<file path="src/rtl/grid_ram_arbiter.sv">
// Per-cycle slot arbiter for the 20x20 grid cell RAM: clear sequencer > video > host.
// Owner tags ride a 2-stage pipeline alongside the RAM read so data returns to its requester.
module grid_ram_arbiter #(
  parameter int GRID_W    = 20,
  parameter int GRID_H    = 20,
  parameter int DATA_W    = 4,
  parameter int ADDR_W    = 9,
  parameter int CLEAR_VAL = 0,
  parameter int COORD_W   = 5
) (
  input  logic               i_clk,
  input  logic               i_reset_n,
  input  logic               i_vid_active,
  input  logic [COORD_W-1:0] i_vid_grid_x,
  input  logic [COORD_W-1:0] i_vid_grid_y,
  output logic [DATA_W-1:0]  o_vid_data,
  output logic               o_vid_valid,
  input  logic               i_host_req,
  input  logic               i_host_we,
  input  logic [COORD_W-1:0] i_host_x,
  input  logic [COORD_W-1:0] i_host_y,
  input  logic [DATA_W-1:0]  i_host_wdata,
  output logic               o_host_ack,
  output logic               o_host_err,
  output logic [DATA_W-1:0]  o_host_rdata,
  input  logic               i_clear_req,
  output logic               o_clear_done,
  output logic [ADDR_W-1:0]  o_ram_addr,
  output logic               o_ram_we,
  output logic [DATA_W-1:0]  o_ram_wdata,
  input  logic [DATA_W-1:0]  i_ram_rdata
);

  localparam logic [ADDR_W-1:0]  LAST_CELL = ADDR_W'(GRID_W * GRID_H - 1);
  localparam logic [COORD_W-1:0] GW_C      = COORD_W'(GRID_W);
  localparam logic [COORD_W-1:0] GH_C      = COORD_W'(GRID_H);
  localparam logic [DATA_W-1:0]  CLR_D     = DATA_W'(CLEAR_VAL);

  typedef enum logic {ST_CLEAR, ST_RUN} state_t;
  typedef enum logic [1:0] {TAG_NONE, TAG_VID, TAG_HOST} tag_t;

  state_t             r_state, w_state_nxt;
  logic [ADDR_W-1:0]  r_cnt, w_cnt_nxt;
  tag_t               r_tag1, r_tag2, w_tag1_nxt;
  logic               r_force1, r_force2, w_force_nxt;
  logic [DATA_W-1:0]  r_fval1, r_fval2, w_fval_nxt;
  logic [ADDR_W-1:0]  w_addr_nxt;
  logic               w_we_nxt;
  logic [DATA_W-1:0]  w_wdata_nxt;
  logic               w_wack_nxt;

  logic               w_vid_oor, w_host_oor, w_host_busy, w_host_elig;
  logic [ADDR_W-1:0]  w_vid_addr, w_host_addr;

  assign w_vid_oor   = (i_vid_grid_x >= GW_C) || (i_vid_grid_y >= GH_C);
  assign w_host_oor  = (i_host_x >= GW_C) || (i_host_y >= GH_C);
  assign w_vid_addr  = ADDR_W'(i_vid_grid_y) * ADDR_W'(GRID_W) + ADDR_W'(i_vid_grid_x);
  assign w_host_addr = ADDR_W'(i_host_y) * ADDR_W'(GRID_W) + ADDR_W'(i_host_x);
  // A host read is in flight while its tag sits in either pipeline stage.
  assign w_host_busy = (r_tag1 == TAG_HOST) || (r_tag2 == TAG_HOST);
  assign w_host_elig = i_host_req && !w_host_busy && !o_host_ack;

  always_comb begin
    w_state_nxt = r_state;
    w_cnt_nxt   = r_cnt;
    w_addr_nxt  = o_ram_addr;
    w_we_nxt    = 1'b0;
    w_wdata_nxt = o_ram_wdata;
    w_tag1_nxt  = TAG_NONE;
    w_force_nxt = 1'b0;
    w_fval_nxt  = '0;
    w_wack_nxt  = 1'b0;
    case (r_state)
      ST_CLEAR: begin
        w_we_nxt    = 1'b1;
        w_addr_nxt  = r_cnt;
        w_wdata_nxt = CLR_D;
        if (r_cnt == LAST_CELL) begin
          w_state_nxt = ST_RUN;
          w_cnt_nxt   = '0;
        end else begin
          w_cnt_nxt = r_cnt + 1'b1;
        end
        // Video never touches the RAM while clearing; it sees the clear value.
        if (i_vid_active) begin
          w_tag1_nxt  = TAG_VID;
          w_force_nxt = 1'b1;
          w_fval_nxt  = CLR_D;
        end
      end
      default: begin
        if (i_clear_req) begin
          w_state_nxt = ST_CLEAR;
          w_cnt_nxt   = '0;
        end
        if (i_vid_active) begin
          w_tag1_nxt = TAG_VID;
          if (w_vid_oor) w_force_nxt = 1'b1;
          else           w_addr_nxt  = w_vid_addr;
        end else if (w_host_elig) begin
          if (w_host_oor) begin
            w_tag1_nxt  = TAG_HOST;
            w_force_nxt = 1'b1;
          end else if (i_host_we) begin
            w_addr_nxt  = w_host_addr;
            w_we_nxt    = 1'b1;
            w_wdata_nxt = i_host_wdata;
            w_wack_nxt  = 1'b1;
          end else begin
            w_addr_nxt = w_host_addr;
            w_tag1_nxt = TAG_HOST;
          end
        end
      end
    endcase
  end

  always_ff @(posedge i_clk or negedge i_reset_n) begin
    if (!i_reset_n) begin
      r_state      <= ST_CLEAR;
      r_cnt        <= '0;
      r_tag1       <= TAG_NONE;
      r_tag2       <= TAG_NONE;
      r_force1     <= 1'b0;
      r_force2     <= 1'b0;
      r_fval1      <= '0;
      r_fval2      <= '0;
      o_ram_addr   <= '0;
      o_ram_we     <= 1'b0;
      o_ram_wdata  <= '0;
      o_vid_data   <= '0;
      o_vid_valid  <= 1'b0;
      o_host_ack   <= 1'b0;
      o_host_err   <= 1'b0;
      o_host_rdata <= '0;
      o_clear_done <= 1'b0;
    end else begin
      r_state      <= w_state_nxt;
      r_cnt        <= w_cnt_nxt;
      r_tag1       <= w_tag1_nxt;
      r_tag2       <= r_tag1;
      r_force1     <= w_force_nxt;
      r_force2     <= r_force1;
      r_fval1      <= w_fval_nxt;
      r_fval2      <= r_fval1;
      o_ram_addr   <= w_addr_nxt;
      o_ram_we     <= w_we_nxt;
      o_ram_wdata  <= w_wdata_nxt;
      o_clear_done <= (r_state == ST_RUN) && (w_state_nxt == ST_RUN);
      o_vid_valid  <= (r_tag2 == TAG_VID);
      if (r_tag2 == TAG_VID)
        o_vid_data <= r_force2 ? r_fval2 : i_ram_rdata;
      o_host_ack   <= w_wack_nxt || (r_tag2 == TAG_HOST);
      o_host_err   <= (r_tag2 == TAG_HOST) && r_force2;
      if (r_tag2 == TAG_HOST)
        o_host_rdata <= r_force2 ? r_fval2 : i_ram_rdata;
    end
  end

endmodule

</file>
<file path="config.mk">
export PLATFORM = sky130hd
export DESIGN_NAME = grid_ram_arbiter
export DESIGN_NICKNAME = d
export VERILOG_FILES = /design/src/rtl/grid_ram_arbiter.sv
export SDC_FILE = /design/constraint.sdc
export NUM_CORES = 1
export LEC_CHECK = 0
export CORE_ASPECT_RATIO = 0.75
export CORE_MARGIN = 2
export CORE_UTILIZATION = 35
export DETAILED_ROUTE_END_ITERATION = 10
export PLACE_DENSITY = 0.67
export SKIP_CTS_REPAIR_TIMING = 1
export SYNTH_ARGS = -nofsm -noshare
export SYNTH_HDL_FRONTEND = slang
export SYNTH_SLANG_ARGS = --single-unit
</file>
<file path="constraint.sdc">
create_clock -name i_clk -period 4.4 [get_ports i_clk]
set_input_delay 0.66 -clock i_clk [delete_from_list [all_inputs] [get_ports i_clk]]
set_output_delay 0.66 -clock i_clk [all_outputs]
set_load 0.01 [all_outputs]
</file>
* After elaboration in Yosys (flattened, before gate mapping)
Cells that the tools add are included.
** Storage, ports and cells
- Bits in registers :: 42
- Bits in latches :: 0
- Bits in writable memories :: 0
- Bits in read-only memories :: 0
- Input bits :: 34
- Output and inout port bits :: 26
- Word-level logic and storage cells :: 83
- Memories :: 0
** Operators by class
- $add $sub $neg :: 3
- Multiply operators :: 2
- Div/mod/pow operators :: 0
- $lt $le $gt $ge :: 4
- Equal/unequal tests :: 12
- Shifts and indexed selects :: 0
- Mux-type cells :: 35
- Bitwise gates (word level) :: 0
- Reduce and logical (&&, ||, !) cells :: 12
** Operators by type and width (count)
- 9-bit 2-to-1 mux :: 8
- 4-bit 2-to-1 mux :: 6
- 5-bit greater-or-equal comparator (second input constant) :: 4
- 9-bit by 5-bit adder with 9-bit output :: 2
- 1-bit 2-to-1 mux :: 16
- 5-bit by 3-bit multiplier with 7-bit output (second input constant) :: 2
- 2-bit 2-to-1 mux :: 5
- 9-bit by 1-bit adder with 9-bit output (second input constant) :: 1
- 9-bit equality test (second input constant) :: 1
- 2-bit inequality test (second input constant) :: 4
- 3-bit inequality test (second input constant) :: 2
- 2-bit equality test (second input constant) :: 2
- 1-bit logical AND :: 4
- 1-bit logical OR :: 4
- 4-bit AND reduction :: 1
- 3-bit by 2-bit inequality test with 1-bit output (second input constant) :: 1
- 3-bit AND reduction :: 1
- 2-bit by 1-bit equality test with 1-bit output (second input constant) :: 1
- 1-bit logical NOT :: 2
- 2-bit by 1-bit inequality test with 1-bit output (second input constant) :: 1

* Logic depth before layout (Yosys ltp)
Gate-level depths: netlist of the first run.
- Depth in word-level cells :: 9
- Mapped depth :: 9
- Gate-level depth less buffers :: 9

* Worst setup path after synthesis of the first run
OpenSTA, ideal clock, no wires.
- Path type :: input-to-reg
- From :: input i_host_y[1]
- To :: register o_ram_addr[8]
- Library setup time :: 135 ps
- Arrival :: 2457 ps
- Required time :: 4265 ps
- Path slack :: 1809 ps
- Stages :: 9
- Path buffers :: 0
- Path through :: ha_1 > ha_1 > fa_1 > xor2_1 > o2111ai_1 > xnor2_1 > xnor2_1 > a211oi_1 > a311oi_1
** On the way
- Cells in the longest elaborated chain, start to end :: 6
- Elaborated cells between the ends (all ways) :: 10
- Those cells by class :: add/sub (1); mul (1); order compare (1); eq/ne (1); mux (4); reduce/logical (2)
** Ends and longest elaborated chain
- start, declared :: RTL line 21 : input logic [COORD_W-1:0] i_host_y,
- 5-bit by 3-bit multiplier with 7-bit output :: RTL line 58 : assign w_host_addr = ADDR_W'(i_host_y) * ADDR_W'(GRID_W) + ADDR_W'(i_host_x);
- 9-bit by 5-bit adder with 9-bit output :: RTL line 58
- 9-bit 2-to-1 mux :: RTL line 101 : if (w_host_oor) begin
- 9-bit 2-to-1 mux :: RTL line 100 : end else if (w_host_elig) begin
- 9-bit 2-to-1 mux :: RTL line 96 : if (i_vid_active) begin
- 9-bit 2-to-1 mux :: RTL line 73 : case (r_state)
- end signal, assigned :: RTL line 146 : o_ram_addr <= w_addr_nxt;
- end, declared :: RTL line 28 : output logic [ADDR_W-1:0] o_ram_addr,
Several ways; a longest one is shown, not always the timed one. The select of a mux whose other input is x is not followed.
A chain may end at the register's enable or synchronous reset.

* Final worst setup path of the first run
Ends and elaborated chain as after synthesis.

==> qor.yml, run 1 <==
finClkSkew_ns: 0.00904
slowest_stage: "clkdlybuf4s50_1"
seq_power_share_pct: 42.9
grt_pass1_wl_um: 9380
setup_viol_count_final: 0
fin_ws_ns: 1.44
die_y_um: 76.3
ir_drop_uv: 159
crit_required_ns: 4.59
ys.warnings.count: 0
num_antenna_cells: 0
n_fill_cell: 654
clockBufferDepth: 2
synth_cell_types: 44
synth_area_per_cell_um2: 9.83
reg2reg_from: "r_tag2[0]"
first_iter_violations: 92
yosysTopAreaCellShare_pct: 43.1
ys_top_cells_by_area: "dfrtp_1 43%, ha_1 9.7%, o21ai_0 6.2%, nand2_1 5.1%, fa_1 3.3%"
seqCellArea_um2: 1050
postRouteAntennaNets: 0
rsz0062_at_grt: "false"
crit_family: "adder cells"
clk_latency_ns: 0.29
slew_viol_final: 0
cts_tree: "done"
die_area_um2: 7660
fp-row-count: 26
cellPowerDensity_nw_per_um2: 284
finalInstanceArea_um2: 3220
ys.flop_type: "dfrtp_1"
hpwl_um: 4180
holdCritPathClass: "flop to flop"
crit_path_max_incr_delay_ns: 0.47
met3_wirelength_um: 251
endpoint: "o_ram_addr[8]"
swShare_pct: 23.8
total_power_uw: 915
cp_max_fo: 3
post-place-ws_ns: 1.14
fp.dieW_um: 100
startpoint_type: "input pin"
wl_met1_um: 2800
worst_pin_slew_ns: 0.920
drtPass1Iterations: 4
place_congestion: 0.837
clkPwrFrac_pct: 39.8
overflow: 0
cts_sinks: 42
grt_pass1_vias: 1987
finalHoldViolations: 0
startpoint: "i_host_y[1]"
synth_edf_count: 0
cts_root_buf: "clkbuf_8"
syn_nets: 305
wl_per_cell_um: 13.7
cp_cell_sequence: "clkdlybuf4s50_1, ha_1, ha_1, fa_1, xor2_1, o2111ai_1, xnor2_1, xnor2_1, a211oi_1, a311oi_1"
path_clk_slew_ns: 0.08
reg2regPathDepth: 6
worstSetupPathType: "input pin to flop"
ys_seq_elements: 42
num_vias: 1969
min_period_ns: 2.96
drc: 0
multi_input_area_um2: 1290
final_util_pct: 47.7
grt_max_degree: 43
cp.depth: 10
max_freq_ghz: 0.338
yosysSeqAreaShare_pct: 43.1
viasPerCell: 5.02
status: "finished, final reports clean"
drv_cap: 0
top_layer_used: "met4"
synth_area_um2: 2440
combPwrFrac_pct: 17.2
fin_nets: 364
hold_start: "r_force1"
met2WireLength_um: 2290
cts_made_buffers: 5
max_slew_margin_pct: 38.7
p_int_uw: 697
crit_arrival_ns: 3.16
drive_above_1_share_pct: 4.87
reg2reg_slack_ns: 2.51
core-area_um2: 6770
power_switching_uw: 218
r2r-end: "o_ram_addr[8]"
drt-total-wl_um: 5370
ys_async_sr_fraction_pct: 100
critPathBufInv: 1
placed_cell_area_um2: 3090
synthCells: 248
grt_usage_pct: 15.1
initial_core_util_pct: 36.0
antenna_found_initial: 0
num_io_pins: 60
cp-end-kind: "flop"
whs_path_depth: 0
totalNegativeSetupSlack_ns: 0
io_buffers: 59
area_growth_pct: 32.2
finalCritPeriodShare_pct: 67.3
htreeDepth: 2
leakagePower_nw: 1.43
synth_top_area_cell: "dfrtp_1"
power groups by stage:
stage	Clock, mW	Combinational, mW	Sequential [mW]
finish	0.365	0.158	0.393
floorplan	0	0.0875	0.402
detailed placement	0	0.157	0.401
global route	0.390	0.175	0.394
CTS	0.374	0.159	0.393
global placement	0	0.155	0.401
registers in the layout (all words and copies together) (netlist names), 2 cells and up:
register / cells
r_cnt: 9
o_ram_wdata: 4
o_host_rdata: 4
o_vid_data: 4
r_tag2: 2
o_ram_addr: 9
r_tag1: 2
kinds of logic (layout without fill, tap and decap cells):
logic type | count (synthesis) | in the layout | share of synthesized area (%)
and+or+nand+nor | 75 | 75 | 15.0
buffers and inverters | 20 | 80 | 3.90
AOI/OAI and AO/OA | 70 | 70 | 18.2
adders and majority gates | 23 | 23 | 13.0
muxes | 5 | 5 | 2.10
xor gates and xnor gates | 13 | 13 | 4.67
DFF | 42 | 42 | 43.1
final cells by class:
type                       instances  area share, %
clock buffer                       5           2.13
timing repair buffer              60           18.4
tap                               84           3.26
multi-input combinational        186           40.1
clock inverter                     3           2.13
inverter                          12           1.40
sequential                        42           32.6
metal layers:
metal	GRT usage, %	vias up
met5	0	-
met3	3.39	4
li1	-	993
met2	22.9	45
met1	22.7	927
met4	2.05	0
cell usage in the layout, fill, tap and decap left out, types with 2 or more instances in the layout:
cell             count
clkdlybuf4s50_1     58
dfrtp_1             42
nand2_1             33
o21ai_0             30
ha_1                19
inv_1               12
nor2_1              12
a21oi_1             10
nand2b_1             8
a22o_1               7
xnor2_1              7
xor2_1               6
nand3_1              5
nor2b_1              5
clkbuf_8             5
mux2i_1              4
fa_1                 4
and3_1               3
o2111ai_1            3
a21o_1               3
o22ai_1              3
a31oi_1              2
nand3b_1             2
o211ai_1             2
bufinv_16            2
worst min-delay path by stage:
| stage | endpoint | slack (ns) |
|---|---|---|
| finish | r_force2 | 0.35 |
| global route | r_force2 | 0.38 |
| CTS | r_force2 | 0.36 |
| detailed placement | r_force2 | 0.34 |
| global placement | r_force2 | 0.33 |
| floorplan | r_force2 | 0.33 |
Yosys cell counts, types with 2 or more instances:
cell,number
nand3_1,5
fa_1,4
and3_1,3
nand2_1,33
a22o_1,7
mux2i_1,4
o2111ai_1,3
nand3b_1,2
inv_1,12
xnor2_1,7
xor2_1,6
a21o_1,3
nand2b_1,8
o21ai_0,30
a31oi_1,2
nor2b_1,5
buf_4,3
nor2_1,12
clkbuf_1,3
dfrtp_1,42
a21oi_1,10
ha_1,19
o211ai_1,2
o22ai_1,3
worst register-to-register path: stages, from the launching register on:
cell and delay [ns]:
dfrtp_1 0.34, nand2b_1 0.31, nand4b_1 0.25, nand3b_1 0.24, and3_2 0.30, a211oi_1 0.19
a311oi_1 0.12
through the flow:
stage	hold slack [ns]	instances
3_3_place_gp	0.334	384
2_1_floorplan	0.331	248
6_report	0.353	392
3_5_place_dp	0.337	384
5_1_grt	0.377	392
4_1_cts	0.356	392
Note: power is estimated with default switching activity, not from simulation.
==> run 2: changes to the inputs <==
==> constraint.sdc (replaced) <==
create_clock -name i_clk -period 2.84 [get_ports i_clk]
set_input_delay 0.426 -clock i_clk [delete_from_list [all_inputs] [get_ports i_clk]]
set_output_delay 0.426 -clock i_clk [all_outputs]
set_load 0.01 [all_outputs]
==> qor.yml, run 2 (synthesis gave the netlist of run 1 again) <==
status: "finished, final reports clean"
die_y_um: 76.3
drc: 0
grt_usage_pct: 15.9
drtPass1Iterations: 4
ir_drop_uv: 189
cts_sinks: 42
finalHoldViolations: 0
grt_max_degree: 43
rsz0062_at_grt: "false"
crit_path_max_incr_delay_ns: 0.44
first_iter_violations: 112
cp_max_fo: 2
fp-row-count: 26
grt_pass1_vias: 2026
reg2regPathDepth: 6
cts_root_buf: "clkbuf_8"
cp.depth: 10
grt_pass1_wl_um: 9760
cp_cell_sequence: "clkdlybuf4s50_1, ha_1, ha_1, fa_2, xor2_2, o2111ai_2, xnor2_1, xnor2_1, a211oi_1, a311oi_1"
drv_cap: 0
hpwl_um: 4270
crit_arrival_ns: 2.89
critPathBufInv: 1
total_power_mw: 1.29
fp.dieW_um: 100
startpoint_type: "input pin"
postRouteAntennaNets: 0
area_growth_pct: 34.5
antenna_found_initial: 0
worst_pin_slew_ns: 0.947
crit_required_ns: 3.04
cellPowerDensity_nw_per_um2: 394
max_freq_ghz: 0.372
slew_viol_final: 0
top_regs: "o_ram_addr x9, r_cnt x9"
viasPerCell: 4.99
wl_per_cell_um: 13.9
drt-total-wl_um: 5600
place_congestion: 0.815
htreeDepth: 2
min_period_ns: 2.69
fin_nets: 375
worstSetupPathType: "input pin to flop"
final_cell_mix: "58 x clkdlybuf4s50_1, 42 x dfrtp_1, 33 x nand2_1"
cp-end-kind: "flop"
crit_family: "adder cells"
clk_latency_ns: 0.30
slowest_stage: "clkdlybuf4s50_1"
finalCritPeriodShare_pct: 94.7
overflow: 0
initial_core_util_pct: 36.0
leakagePower_nw: 1.46
num_antenna_cells: 0
io_buffers: 59
holdCritPathClass: "input pin to async pin"
cts_made_buffers: 5
core-area_um2: 6770
layout_commonest_cell: "clkdlybuf4s50_1"
num_io_pins: 60
clockBufferDepth: 2
die_area_um2: 7660
finClkSkew_ns: 0.00826
fin_ws_ns: 0.149
max_slew_margin_pct: 36.9
cts_tree: "done"
path_clk_slew_ns: 0.09
num_vias: 2009
drive_above_1_share_pct: 9.09
post-place-ws_ns: -0.179
n_fill_cell: 672
setup_viol_count_final: 0
-- run 2: cell type report --
cell class	count	area, um2	area share, %
Clock inverter	3	25.0	0.763
Tap cell	84	105	3.20
Inverter	12	45.0	1.37
Clock buffer	5	68.8	2.10
Sequential cell	42	1050	32.0
Timing Repair Buffer	71	676	20.6
Multi-Input combinational cell	186	1310	39.9
-- run 2: through the flow --
stage	cell area (um2)	setup TNS [ns]	util [%]	cells	hold WS, ns
after floorplan	2440	0	-	248	0.130
after global placement	3170	-0.0477	46.8	395	0.335
after detailed placement	3170	-0.179	46.8	395	0.335
after CTS	3260	0	48.2	403	0.302
after global routing	3280	0	48.5	403	0.335
final	3280	0	48.5	403	0.263
-- run 2: metal layers --
metal  share of wire [%]  up-vias  GRT usage, %  wire, um
met5                   0        -             0         0
met4                0.48        0          2.88        27
li1                    -     1019             -         -
met2                  42       40          23.4      2350
met1                  53      948          23.6      2970
met3                 4.4        2          4.22       245
-- run 2: power by group --
part | internal, mW | total [mW] | leakage, nW | switching, mW
registers | 0.605 | 0.609 | 0.506 | 0.00344
logic | 0.144 | 0.273 | 0.908 | 0.129
clock network | 0.178 | 0.410 | 0.0447 | 0.233
total | 0.927 | 1.29 | 1.46 | 0.365
-- run 2: worst reg2reg max path: cells and delay by family, from the launching register on --
family / cells / cell delay, ns
AND/OR/NAND/NOR: 4 / 1.08
flip-flops: 1 / 0.39
AO/OA/AOI/OAI: 2 / 0.32
-- run 2: final timing paths --
path | from | to | slack (ns)
min | i_reset_n | o_host_rdata[2] | 0.26
min in group i_clk | r_force1 | r_force2 | 0.35
max reg2reg | r_tag2[1] | o_ram_addr[8] | 0.88
max | i_host_y[1] | o_ram_addr[8] | 0.15
max in group asynchronous | i_reset_n | o_ram_addr[4] | 1.98
min reg2reg | r_force1 | r_force2 | 0.35
==> patch 1: new RTL, settings of run 2 <==
Put one more register stage on the output `o_host_err`, cleared by the reset. The value now appears one clock later. The other outputs are not delayed to match.
--- a/src/rtl/grid_ram_arbiter.sv
+++ b/src/rtl/grid_ram_arbiter.sv
@@ -39,4 +39,6 @@
   typedef enum logic {ST_CLEAR, ST_RUN} state_t;
   typedef enum logic [1:0] {TAG_NONE, TAG_VID, TAG_HOST} tag_t;
+
+  logic o_host_err_s0;
 
   state_t             r_state, w_state_nxt;
@@ -132,5 +134,5 @@
       o_vid_valid  <= 1'b0;
       o_host_ack   <= 1'b0;
-      o_host_err   <= 1'b0;
+      o_host_err_s0 <= 1'b0;
       o_host_rdata <= '0;
       o_clear_done <= 1'b0;
@@ -152,5 +154,5 @@
         o_vid_data <= r_force2 ? r_fval2 : i_ram_rdata;
       o_host_ack   <= w_wack_nxt || (r_tag2 == TAG_HOST);
-      o_host_err   <= (r_tag2 == TAG_HOST) && r_force2;
+      o_host_err_s0 <= (r_tag2 == TAG_HOST) && r_force2;
       if (r_tag2 == TAG_HOST)
         o_host_rdata <= r_force2 ? r_fval2 : i_ram_rdata;
@@ -158,4 +160,12 @@
   end
 
+  always_ff @(posedge i_clk or negedge i_reset_n) begin
+    if (!i_reset_n) begin
+      o_host_err <= '0;
+    end else begin
+      o_host_err <= o_host_err_s0;
+    end
+  end
+
 endmodule
 
Formal check against the unedited RTL: same outputs for any inputs over 10 cycles, from zero or initial values and one cycle with i_reset_n low; that may be too few to reach the edited logic, so the function may still have changed.
==> patch 1 against run 2 <==
Maximum frequency grew 2.9%; synthesized area grew 1.0%; worst setup slack gained 0.077 ns; wire length shrank 0.84%; cell area is the same; power is essentially flat; hold slack gained 0.0019 ns; sequential cell count grew 1; highest routed layer unchanged.
==> patch 1: results (changes against run 2) <==
| Metric | Value |
|---|---|
| Average wire per standard cell | 13.77 um (was 13.89 um) |
| Gpl congestion | 0.8123 (was 0.8154) |
| Async set-reset flop share out of synthesis | 100.0% (unchanged) |
| Int Pwr | 0.9351 mW (was 0.9270 mW) |
| Maximum vdd drop | 0.1970 mV (was 0.1889 mV) |
| Post-synthesis net count | 306 (was 305) |
| PortBufs | 59 (unchanged) |
| Layout cell share with drive strength beyond 1 | 7.837% (was 9.091%) |
| Largest registers | o_ram_addr: 9 flops, r_cnt: 9 flops (unchanged) |
| Multi-Input Combinational | 186 (unchanged) |
| Worst-path clk slew | 0.09 ns (about the same) |
| Adder-Cell Fraction of Synth Area | 12.90% (was 13.03%) |
| Non-CTS inverters | 12 (unchanged) |
| Fin. Hold Viols | 0 (unchanged) |
| CTS H-tree depth | 2 (unchanged) |
| Synth warn | 0 (unchanged) |
| Clk root buf | clkbuf_8 (unchanged) |
| Worst Skew | 0.009012 ns (was 0.008258 ns) |
| Worst min-delay path category | in -> async (unchanged) |
| Dominant cells by area after synthesis | dfrtp_1 44%, ha_1 9.6%, o21ai_0 6.1% (was dfrtp_1 43%, ha_1 9.7%, o21ai_0 6.2%) |
| Fraction of area in multi-input gates | 39.41% (was 39.91%) |
| Post-synthesis xor/xnor area fraction | 4.622% (was 4.669%) |
| Clk_lat worst skew | 0.30 ns (about the same) |
| Critical-path top delay cell | clkdlybuf4s50_1 (unchanged) |
| Commonest cells in the netlist | 43 x dfrtp_1, 33 x nand2_1, 30 x o21ai_0 (was 42 x dfrtp_1, 33 x nand2_1, 30 x o21ai_0) |
| Slowest cell delay on critical path | 0.43 ns |
| Synth Area in Compound Gates | 18.03% (was 18.21%) |
| Clock sinks | 43 (was 42) |
| Drt pass-1 iters | 5 (was 4) |
| Sequential fraction of the synthesis area | 43.68% (was 43.10%) |
| Non-clock buffering overhead | 20.37% (was 20.60%) |
| WP data arrival | 2.82 ns (was 2.89 ns) |
| Clock buf count | 5 (unchanged) |
| Status | completed (unchanged) |
| Flop pwr share | 48.2% (was 47.1%) |
| Syn Area/Cell | 9.894 um^2 (was 9.833 um^2) |
| Post-synthesis mux area share | 2.082% (was 2.104%) |
| Fillers | 662 (was 672) |
| DR iter-0 viols | 82 (was 112) |
| Dpl hpwl | 4.239 mm (was 4.272 mm) |
| Synth Flop Type | dfrtp_1 (unchanged) |
| # nets final | 375 (unchanged) |
| Clock-cell share | 2.823% (was 2.861%) |
| Combinational gate power | 0.265 mW (was 0.273 mW) |
| CP max FO | 2 (unchanged) |
| Leak | 1.465 nW (was 1.460 nW) |
| FF/Latch Area | 0.001076 mm^2 (was 0.001051 mm^2) |
| Vias | 1994 (was 2009) |
| Slew @ Worst Pin | 0.9539 ns (was 0.9467 ns) |
| Final WL | 5.549 mm (was 5.596 mm) |
| Pin count of the biggest net entering global routing | 44 (was 43) |
| Initial antenna violation count | 0 (unchanged) |
| Global-route wire length before repair | 9.625 mm (was 9.763 mm) |
| Repair and plain buffers | 70 (was 71) |
| Total track usage | 15.55% (was 15.86%) |
==> patch 1: changes by cell type after synthesis <==
cell / change
dfrtp_1: +1
==> patch 1: per-stage QoR <==
step	setup slack (ns)	area [um^2]	power, mW	setup TNS [ns]
floorplan	0.4825	2464	0.7734	0
global placement	-0.03258	3187	0.8949	-0.03258
detailed placement	-0.07003	3187	0.8992	-0.07733
CTS	0.2408	3279	1.307	0
global route	0.01230	3279	1.367	0
finish	0.2258	3279	1.291	0
==> patch 1: logic make-up after synthesis <==
| kind of cell | count (synthesis) |
|---|---|
| mux | 5 |
| simple gates | 75 |
| compound gates | 70 |
| buf+inv | 20 |
| fa+ha+maj | 23 |
| flops | 43 |
| xor+xnor | 13 |
==> patch 1: worst paths after layout <==
check	startpoint	to	depth (start not counted)	slack, ns
min	i_reset_n	o_host_err$_DFF_PN0_	1	0.26
min in group i_clk	r_force1$_DFF_PN0_	r_force2$_DFF_PN0_	0	0.36
min reg2reg	r_force1$_DFF_PN0_	r_force2$_DFF_PN0_	0	0.36
max	i_host_y[1]	o_ram_addr[8]$_DFFE_PN0P_	10	0.23
max reg2reg	r_tag2[0]$_DFF_PN0_	o_ram_addr[8]$_DFFE_PN0P_	6	1.01
max in group asynchronous	i_reset_n	r_cnt[1]$_DFFE_PN0P_	1	1.97
==> patch 1: layer usage <==
metal  vias to the layer above  routed length [um]  track usage (%)
met2                        42                2378            23.40
met3                         8                 257            3.737
li1                       1016                   -                -
met1                       928                2864            22.54
met4                         0                  48            3.699
met5                         -                   0                0
==> patch 1: worst register-to-register path: cells and delay by family, from the launching register on <==
kind / cells / cell delay (ns)
AND/OR/NAND/NOR: 4 / 1.08
AO/OA/AOI/OAI: 2 / 0.29
flip-flops: 1 / 0.35
==> patch 2: new RTL, flow settings as in run 2 <==
Made on the original files. Set the parameter `COORD_W` to 10 (it was 5).
--- a/src/rtl/grid_ram_arbiter.sv
+++ b/src/rtl/grid_ram_arbiter.sv
@@ -7,5 +7,5 @@
   parameter int ADDR_W    = 9,
   parameter int CLEAR_VAL = 0,
-  parameter int COORD_W   = 5
+  parameter int COORD_W   = 10
 ) (
   input  logic               i_clk,
Ports: changed (resized i_host_x, i_host_y, i_vid_grid_x and i_vid_grid_y); port bits go from 60 to 80. No check against the original RTL was run, so the function may have changed too.
==> patch 2 against run 2 <==
Core utilization up 3.0 points; synthesized cell count up 10%; critical endpoint is now o_ram_addr[6]$_DFFE_PN0P_; synthesized area up 13%; cell area up 22%; register-to-register slack worse by 0.26 ns; wire length up 23%; sequential cell count unchanged; worst setup slack worse by 0.11 ns.
Power is not compared: it rests on default switching activity, and its combinational part moved more than twofold at a synthesized area within 25%.
==> patch 2: results (changes against run 2) <==
| Metric | Value |
|---|---|
| Commonest cells in the netlist | 42 x dfrtp_1, 27 x ha_1, 26 x o21ai_0 (was 42 x dfrtp_1, 33 x nand2_1, 30 x o21ai_0) |
| Vias in the first global route | 2297 (was 2026) |
| Status | completed (unchanged) |
| Layout cell share with drive strength beyond 1 | 16.13% (was 9.091%) |
| R2R Path End | o_ram_addr[1]$_DFFE_PN0P_ (was o_ram_addr[8]$_DFFE_PN0P_) |
| Critical Path Start | i_host_y[0] (was i_host_y[1]) |
| Total track usage | 16.46% (was 15.86%) |
| Dominant cells by area after synthesis | dfrtp_1 38%, ha_1 12%, mux2_2 4.9% (was dfrtp_1 43%, ha_1 9.7%, o21ai_0 6.2%) |
| Final WL | 6.886 mm (was 5.596 mm) |
| Vias per cell | 4.832 (was 4.985) |
| PortBufs | 79 (was 59) |
| CP max FO | 3 (was 2) |
| Dpl cell area | 0.003771 mm^2 (was 0.003169 mm^2) |
| Dpl hpwl | 5.412 mm (was 4.272 mm) |
| Global-route wire length before repair | 11.36 mm (was 9.763 mm) |
| Pin count of the biggest net entering global routing | 43 (unchanged) |
| Worst Skew | 0.006824 ns (was 0.008258 ns) |
| R2R Setup Slk | 0.62 ns (was 0.88 ns) |
| WP data arrival | 2.98 ns (was 2.89 ns) |
| DR iter-0 viols | 76 (was 112) |
| # nets final | 456 (was 375) |
| Post-synthesis net count | 359 (was 305) |
| Slew @ Worst Pin | 0.9179 ns (was 0.9467 ns) |
| Sequential fraction of the synthesis area | 38.06% (was 43.10%) |
| Gpl congestion | 0.8001 (was 0.8154) |
-- patch 2: cell count changes after synthesis, sizes merged, moves of 3 or more --
cell / before / now
a21oi: 10 / 15
ha: 19 / 27
inv: 12 / 16
mux2: 1 / 13
nand2: 33 / 22
nand4: 0 / 3
nor3b: 0 / 5
nor4: 0 / 3
o21ai: 30 / 27
xnor2: 7 / 11
-- patch 2: metrics by stage --
stage / hold slack, ns / setup slack (ns) / util, % / cells
floorplan: 0.1304 / 0.1067 / - / 274
global placement: 0.3313 / -0.3997 / 48.49 / 469
detailed placement: 0.3347 / -0.4577 / 48.49 / 469
CTS: 0.2925 / -0.1656 / 50.32 / 477
global route: 0.3445 / -0.02754 / 51.43 / 477
finish: 0.2646 / 0.04241 / 51.43 / 477
-- patch 2: cell families after synthesis --
kind of cell | after synthesis | share of synthesized area [%]
multiplexers | 18 | 7.250
adder cells (fa/ha/maj) | 31 | 15.13
AND/OR/NAND/NOR | 74 | 14.95
buffers and inverters | 23 | 3.715
XOR/XNOR | 16 | 5.075
flip-flops | 42 | 38.06
AO/OA/AOI/OAI | 70 | 15.81
-- patch 2: how the worst max path moves through the flow --
stage / depth (start not counted) / endpoint
floorplan: 9 / o_ram_addr[7]$_DFFE_PN0P_
global placement: 10 / o_ram_addr[7]$_DFFE_PN0P_
detailed placement: 10 / o_ram_addr[7]$_DFFE_PN0P_
CTS: 10 / o_ram_addr[7]$_DFFE_PN0P_
global route: 11 / o_ram_addr[6]$_DFFE_PN0P_
finish: 11 / o_ram_addr[6]$_DFFE_PN0P_
-- patch 2: final cells by class --
type	count	area [um^2]
clock inverters	2	60.06
repair buffers	97	938.4
well taps	105	131.4
fillers	725	3777
clock buffers	6	82.58
flip-flops and latches	42	1051
multi-input cells	209	1677
inverters	16	60.06
-- patch 2: routing by layer --
metal / wire [um] / GRT usage (%) / up-vias / part of all wire, %
met1: 3562 / 24.99 / 1068 / 52
met4: 41 / 3.117 / 0 / 0.60
met2: 2938 / 24.39 / 48 / 43
met5: 0 / 0 / - / 0
li1: - / - / 1183 / -
met3: 345 / 3.210 / 6 / 5.0
-- patch 2: power by group through the flow --
stage	clock network [mW]	logic [mW]	registers, mW
6_report	0.581	0.875	0.844
5_1_grt	0.617	0.967	0.867
4_1_cts	0.590	0.857	0.844
3_5_place_dp	0	0.853	0.852
3_3_place_gp	0	0.835	0.853
2_1_floorplan	0	0.447	0.861
-- patch 2: critical path: stages --
cell and delay (ns):
clkdlybuf4s50_1 0.50, ha_2 0.20, ha_2 0.19, fa_2 0.45
ha_4 0.29, o21ai_0 0.07, a21oi_1 0.22, a211oi_1 0.09
a21oi_1 0.18, mux2i_1 0.10, mux2_4 0.26
